[config.mk]
export PLATFORM = sky130hd
export DESIGN_NAME = writeback_arbiter
export DESIGN_NICKNAME = d
export VERILOG_FILES = /design/src/rtl/writeback_arbiter_pkg.sv /design/src/rtl/wb_load_queue.sv /design/src/rtl/writeback_arbiter.sv
export SDC_FILE = /design/constraint.sdc
export NUM_CORES = 1
export LEC_CHECK = 0
export ABC_AREA = 0
export ABC_CLOCK_PERIOD_IN_PS = 9000
export CORE_MARGIN = 2
export CORE_UTILIZATION = 30
export DETAILED_ROUTE_END_ITERATION = 10
export GPL_ROUTABILITY_DRIVEN = 0
export GPL_TIMING_DRIVEN = 0
export HOLD_SLACK_MARGIN = 0.06
export PLACE_DENSITY = 0.52
export RECOVER_POWER = 100
export SLEW_MARGIN = 20
export SYNTH_ARGS = -nofsm -noshare
export SYNTH_HDL_FRONTEND = slang
export SYNTH_HIERARCHICAL = 1
export SYNTH_SLANG_ARGS = --single-unit
[constraint.sdc]
create_clock -name clk -period 9 [get_ports clk]
set_input_delay 2.25 -clock clk [delete_from_list [all_inputs] [get_ports clk]]
set_output_delay 2.25 -clock clk [all_outputs]
set_load 0.005 [all_outputs]
[src/rtl/writeback_arbiter_pkg.sv]
// Shared widths, write-port payload type and helpers for the writeback arbiter.
package writeback_arbiter_pkg;

  localparam int unsigned XLEN         = 32;
  localparam int unsigned AW           = 5;
  localparam int unsigned NREGS        = 1 << AW;
  localparam int unsigned LQ_DEPTH_DEF = 4;

  // One register-file write: enable, address, data
  typedef struct packed {
    logic            we;
    logic [AW-1:0]   addr;
    logic [XLEN-1:0] data;
  } wb_req_t;

  // One-hot decode of a register index into a per-register mask
  function automatic logic [NREGS-1:0] rd_onehot(input logic [AW-1:0] rd);
    logic [NREGS-1:0] m;
    m     = '0;
    m[rd] = 1'b1;
    return m;
  endfunction

endpackage

[src/rtl/wb_load_queue.sv]
// In-order FIFO of outstanding load destinations. Caller gates push/pop so
// that push never lands on a full queue unless a pop happens the same edge.
module wb_load_queue #(
  parameter int unsigned AW    = 5,
  parameter int unsigned DEPTH = 4
) (
  input  logic                       clk,
  input  logic                       rst,
  input  logic                       push,
  input  logic                       pop,
  input  logic [AW-1:0]              push_rd,
  output logic [AW-1:0]              head_rd,
  output logic [$clog2(DEPTH+1)-1:0] count,
  output logic                       full,
  output logic                       empty,
  output logic [DEPTH-1:0]           ent_valid,
  output logic [DEPTH*AW-1:0]        ent_rd
);

  localparam int unsigned PW = $clog2(DEPTH);
  localparam int unsigned CW = $clog2(DEPTH + 1);

  logic [PW-1:0]    head_q, head_d;
  logic [PW-1:0]    tail_q, tail_d;
  logic [CW-1:0]    cnt_q, cnt_d;
  logic [DEPTH-1:0] vld_q, vld_d;
  logic [AW-1:0]    rd_q [DEPTH];

  // Pointer/count/valid next state; pop clears before push sets so a
  // push+pop on a full queue (head==tail) leaves the slot valid.
  always_comb begin
    head_d = head_q;
    tail_d = tail_q;
    vld_d  = vld_q;
    cnt_d  = cnt_q + CW'(push) - CW'(pop);
    if (pop) begin
      vld_d[head_q] = 1'b0;
      head_d        = head_q + PW'(1);
    end
    if (push) begin
      vld_d[tail_q] = 1'b1;
      tail_d        = tail_q + PW'(1);
    end
  end

  // Control state with synchronous reset
  always_ff @(posedge clk) begin
    if (rst) begin
      head_q <= '0;
      tail_q <= '0;
      cnt_q  <= '0;
      vld_q  <= '0;
    end else begin
      head_q <= head_d;
      tail_q <= tail_d;
      cnt_q  <= cnt_d;
      vld_q  <= vld_d;
    end
  end

  // Destination storage; qualified by vld_q so no reset needed
  always_ff @(posedge clk) begin
    if (push) begin
      rd_q[tail_q] <= push_rd;
    end
  end

  // Flatten entries for the busy-mask decode
  always_comb begin
    ent_rd = '0;
    for (int i = 0; i < int'(DEPTH); i++) begin
      ent_rd[i*AW +: AW] = rd_q[i];
    end
  end

  assign head_rd   = rd_q[head_q];
  assign count     = cnt_q;
  assign full      = (cnt_q == CW'(DEPTH));
  assign empty     = (cnt_q == CW'(0));
  assign ent_valid = vld_q;

endmodule

[src/rtl/writeback_arbiter.sv]
// Merges ALU results and in-order load responses into one registered
// register-file write per cycle; exports a busy mask for outstanding loads.
// Optional WB_BYPASS_EN adds same-cycle forwarding outputs byp_*.
module writeback_arbiter
  import writeback_arbiter_pkg::*;
#(
  parameter int unsigned LQ_DEPTH = LQ_DEPTH_DEF
) (
  input  logic             clk,
  input  logic             rst,
  input  logic             alu_valid,
  input  logic [AW-1:0]    alu_rd,
  input  logic [XLEN-1:0]  alu_data,
  output logic             alu_ready,
  input  logic             ld_issue,
  input  logic [AW-1:0]    ld_issue_rd,
  input  logic             ld_resp_valid,
  input  logic [XLEN-1:0]  ld_resp_data,
  output logic             lq_full,
  output logic [NREGS-1:0] busy_mask,
  output logic             ld_err,
`ifdef WB_BYPASS_EN
  output logic             byp_valid,
  output logic [AW-1:0]    byp_addr,
  output logic [XLEN-1:0]  byp_data,
`endif
  output logic             reg_we,
  output logic [AW-1:0]    w_addr,
  output logic [XLEN-1:0]  w_data
);

  localparam int unsigned CW = $clog2(LQ_DEPTH + 1);

  logic                   lq_push;
  logic                   lq_pop;
  logic [AW-1:0]          lq_head_rd;
  logic [CW-1:0]          lq_count;
  logic                   lq_empty;
  logic [LQ_DEPTH-1:0]    lq_ent_valid;
  logic [LQ_DEPTH*AW-1:0] lq_ent_rd;
  logic                   resp_err;
  logic                   issue_err;
  logic                   alu_fire;
  logic                   ld_err_q, ld_err_d;
  wb_req_t                wb_q, wb_d;

  wb_load_queue #(
    .AW    (AW),
    .DEPTH (LQ_DEPTH)
  ) u_lq (
    .clk       (clk),
    .rst       (rst),
    .push      (lq_push),
    .pop       (lq_pop),
    .push_rd   (ld_issue_rd),
    .head_rd   (lq_head_rd),
    .count     (lq_count),
    .full      (lq_full),
    .empty     (lq_empty),
    .ent_valid (lq_ent_valid),
    .ent_rd    (lq_ent_rd)
  );

  // Busy mask: any queued load targeting r; x0 is never busy
  always_comb begin
    busy_mask = '0;
    for (int i = 0; i < int'(LQ_DEPTH); i++) begin
      if (lq_ent_valid[i]) begin
        busy_mask = busy_mask | rd_onehot(lq_ent_rd[i*AW +: AW]);
      end
    end
    busy_mask[0] = 1'b0;
  end

  // Queue control and error detection; a same-cycle issue cannot feed a
  // response because the response needs the pre-existing head.
  always_comb begin
    lq_pop    = ld_resp_valid && !lq_empty;
    lq_push   = ld_issue && (!lq_full || lq_pop);
    resp_err  = ld_resp_valid && (lq_count == CW'(0));
    issue_err = ld_issue && lq_full && !lq_pop;
    ld_err_d  = ld_err_q || resp_err || issue_err;
  end

  // Source selection: load response wins; WAW interlock holds the ALU off
  // registers an older load will still overwrite
  always_comb begin
    alu_ready = !ld_resp_valid && !busy_mask[alu_rd];
    alu_fire  = alu_valid && alu_ready;
    wb_d      = '0;
    if (lq_pop) begin
      wb_d.we   = (lq_head_rd != '0);
      wb_d.addr = lq_head_rd;
      wb_d.data = ld_resp_data;
    end else if (alu_fire) begin
      wb_d.we   = (alu_rd != '0);
      wb_d.addr = alu_rd;
      wb_d.data = alu_data;
    end
  end

  // Registered write port and sticky error flag
  always_ff @(posedge clk) begin
    if (rst) begin
      wb_q     <= '0;
      ld_err_q <= 1'b0;
    end else begin
      ld_err_q <= ld_err_d;
      wb_q.we  <= wb_d.we;
      if (wb_d.we) begin
        wb_q.addr <= wb_d.addr;
        wb_q.data <= wb_d.data;
      end
    end
  end

  assign reg_we = wb_q.we;
  assign w_addr = wb_q.addr;
  assign w_data = wb_q.data;
  assign ld_err = ld_err_q;

`ifdef WB_BYPASS_EN
  assign byp_valid = wb_d.we;
  assign byp_addr  = wb_d.addr;
  assign byp_data  = wb_d.data;
`endif

endmodule
==> metrics <==
Slew Limit Headroom a little under a quarter; CTS Buf Count 9; CTS tree yes; # clock sinks 72; Synth Register Bits 72; LEAKAGE approximately 2.6 nW; clock root buffer clkbuf_16; Initial Utilization between 30% and 40%; layout cells sized above 1 between 7 and 8%; vias per std cell slightly below 6; startpoint types input pin; WL/cell roughly 20 microns; All-Layer GR Usage 21.7%; Slew @ Worst Pin about 1.1 ns; first drt pass iteration count 5; cell taking the most area after synthesis dfxtp_1; Worst Hold Class reg2reg; clk_lat worst skew 0.34 ns; Die H 133 microns; Final setup viols 0; crit end category output pin; I/O pins approximately 150; DRC 0; Seq/Total Area, Yosys about a third; # rows 47; Critical Path RT 6.75 ns; core box area between 0.015 and 0.02 sq mm; CP Data Arrival Time roughly 5.8 ns; Tot Pwr 1.34 mW; share of flip-flops with an asynchronous set or reset 0%; CTS clk-pin slew, worst paths around 0.060 ns; fmax around 0.13 GHz; Placement Setup Slack about 1.3 ns; full die area between 0.015 and 0.02 sq mm; P per Cell Area 190 mW/mm^2; crit path max fanout 10; syn_area_per_cell between 9 and 10 sq um; top cell type's share of synthesized area a little over a fifth; synth top area cells dfxtp_1 (21%), edfxtp_1 (12%), o41ai_1 (6.1%); # hold bufs at CTS 0; Max-Cap Viols 0; Final WS setup 1.00 ns; r2r setup slk roughly 4.6 ns; DP HPWL between 15 and 20 mm; setup TNS 0 ns; most common cell after layout, fill and taps aside clkdlybuf4s50_1; post-layout min period between 7 and 8 ns; initial DRC count between 400 and 500; critical path class in2out; most frequent cells in the layout clkdlybuf4s50_1 (76), dlygate4sd3_1 (73), nand2_1 (61), dfxtp_1 (52), a31oi_1 (36); number of I/O port buffers roughly 150; unrepaired setup endpoints after global routing no; Post-synth top flop dfxtp_1; Slew Limit Fails 0; fin nets approximately 800; H-tree levels 3; synth warn 6; Worst Skew between 0.007 and 0.008 ns; placed insts 923; Non-Filler Instances 939; setup bufs post-CTS 0; Hold Vio Cnt, Final 0; period utilization about nine tenths; post-CTS resize count 0; Antenna Nets Post-Route 0; Net Count, Synth between 600 and 700; Max IR drop VDD between 0.0001 and 0.00015 V; antenna violations before repair 0; layout overhead on the synthesized area 40.7%; die width between 100 and 150 microns; global-route wire length before repair ~30 mm; Synth cell types 67; global route total overflow 0; Routed WL 19.2 mm; Post-synth EDFFs 20; largest net degree at the start of global routing 17; number of global-route vias before repair 5495; Mapped Cells approximately 550; antenna diode count 0; Mapped Area 0.00499 sq mm; outcome complete, no violations; Clock Tree Buf Depth 2; Via Count around 5500
[worst max-delay path, cell delays in order]
cell	delay (ns)
clkdlybuf4s50_1	0.48
clkbuf_1	0.27
inv_1	0.26
nor4_1	0.10
a221o_1	0.39
nand4b_1	0.38
nor2_1	0.47
clkbuf_1	0.44
nor2_1	0.09
nor2_1	0.10
clkdlybuf4s50_1	0.50
[registers in the layout, summed over array words and instances (netlist names), named ones only]
| signal | flops |
|---|---|
| ld_err | 1 |
| reg_we | 1 |
| u_lq/count | 3 |
| u_lq/ent_valid | 4 |
| u_lq/head_q | 2 |
| u_lq/rd_q | 20 |
| u_lq/tail_q | 2 |
| w_addr | 5 |
| w_data | 32 |
[area by class of cell]
| type | instances | area, sq um |
|---|---|---|
| sequential | 72 | 1640 |
| timing repair buffer | 149 | 1490 |
| tap | 220 | 275 |
| inverter | 17 | 63.8 |
| fill | 1639 | 9390 |
| clock inverter | 7 | 72.6 |
| buffer | 43 | 183 |
| multi-input combinational | 422 | 3070 |
| clock buffer | 9 | 225 |
[Yosys cell counts (3+ instances only)]
library cell	n
o22a_1	5
a21boi_0	6
nor3_1	4
nor2_1	30
and2_1	9
mux4_2	5
nand4b_1	10
and4bb_2	11
a31oi_1	36
nor3b_1	3
clkbuf_1	27
nand4_1	7
o22ai_1	13
or2_2	6
and4b_1	4
edfxtp_1	20
a22oi_1	26
buf_2	10
o41ai_1	35
nand2b_1	11
inv_1	16
o2111ai_1	4
nor4_1	4
nand3_1	12
nand2_1	61
o211ai_1	35
o221ai_1	6
dfxtp_1	52
nor2b_1	11
buf_4	4
ha_1	10
a211o_1	4
a221oi_1	5
a211oi_1	3
o21ba_2	4
nor4b_2	3
a311o_1	3
[layer usage]
| metal | vias up | global-route usage, % | routed length (microns) |
|---|---|---|---|
| met5 | - | 0 | 0 |
| met4 | 0 | 11.7 | 890 |
| met3 | 56 | 3.10 | 1200 |
| met2 | 253 | 34.4 | 8770 |
| met1 | 2617 | 28.7 | 8330 |
| li1 | 2561 | - | - |
[where the power goes]
part / internal, mW / leakage, nW / switching, mW
clock network: 0.214 / 0.141 / 0.137
logic: 0.248 / 1.82 / 0.266
registers: 0.412 / 0.612 / 0.0593
total: 0.874 / 2.57 / 0.462
[kinds of logic (layout without fill, tap and decap cells)]
family | Yosys count | count (layout) | share of synthesized area, %
compound gates | 204 | 204 | 32.1
mux | 7 | 7 | 2.66
fa+ha+maj | 11 | 11 | 2.91
other cells | 1 | 1 | 0.0752
simple gates | 196 | 196 | 23.3
xor+xnor | 3 | 3 | 0.827
flops | 72 | 72 | 32.9
buf+inv | 60 | 225 | 5.22
[final timing paths]
kind,start,endpoint,depth (start not counted)
setup / recovery,alu_rd[0],alu_ready,11
hold / removal,w_addr[3],w_addr[3],2
setup reg to reg,u_lq/rd_q[1][1],w_data[9],11
hold reg to reg,w_addr[3],w_addr[3],2
[stage by stage]
step	util, %	cell area, sq um	hold WS (ns)
3_3_place_gp	41.2	6760	0.463
3_5_place_dp	41.2	6760	0.473
2_1_floorplan	-	4990	0.463
6_report	42.8	7020	0.476
5_1_grt	42.8	7020	0.509
4_1_cts	43.0	7050	0.483
Power figures use the tool's default switching activity.
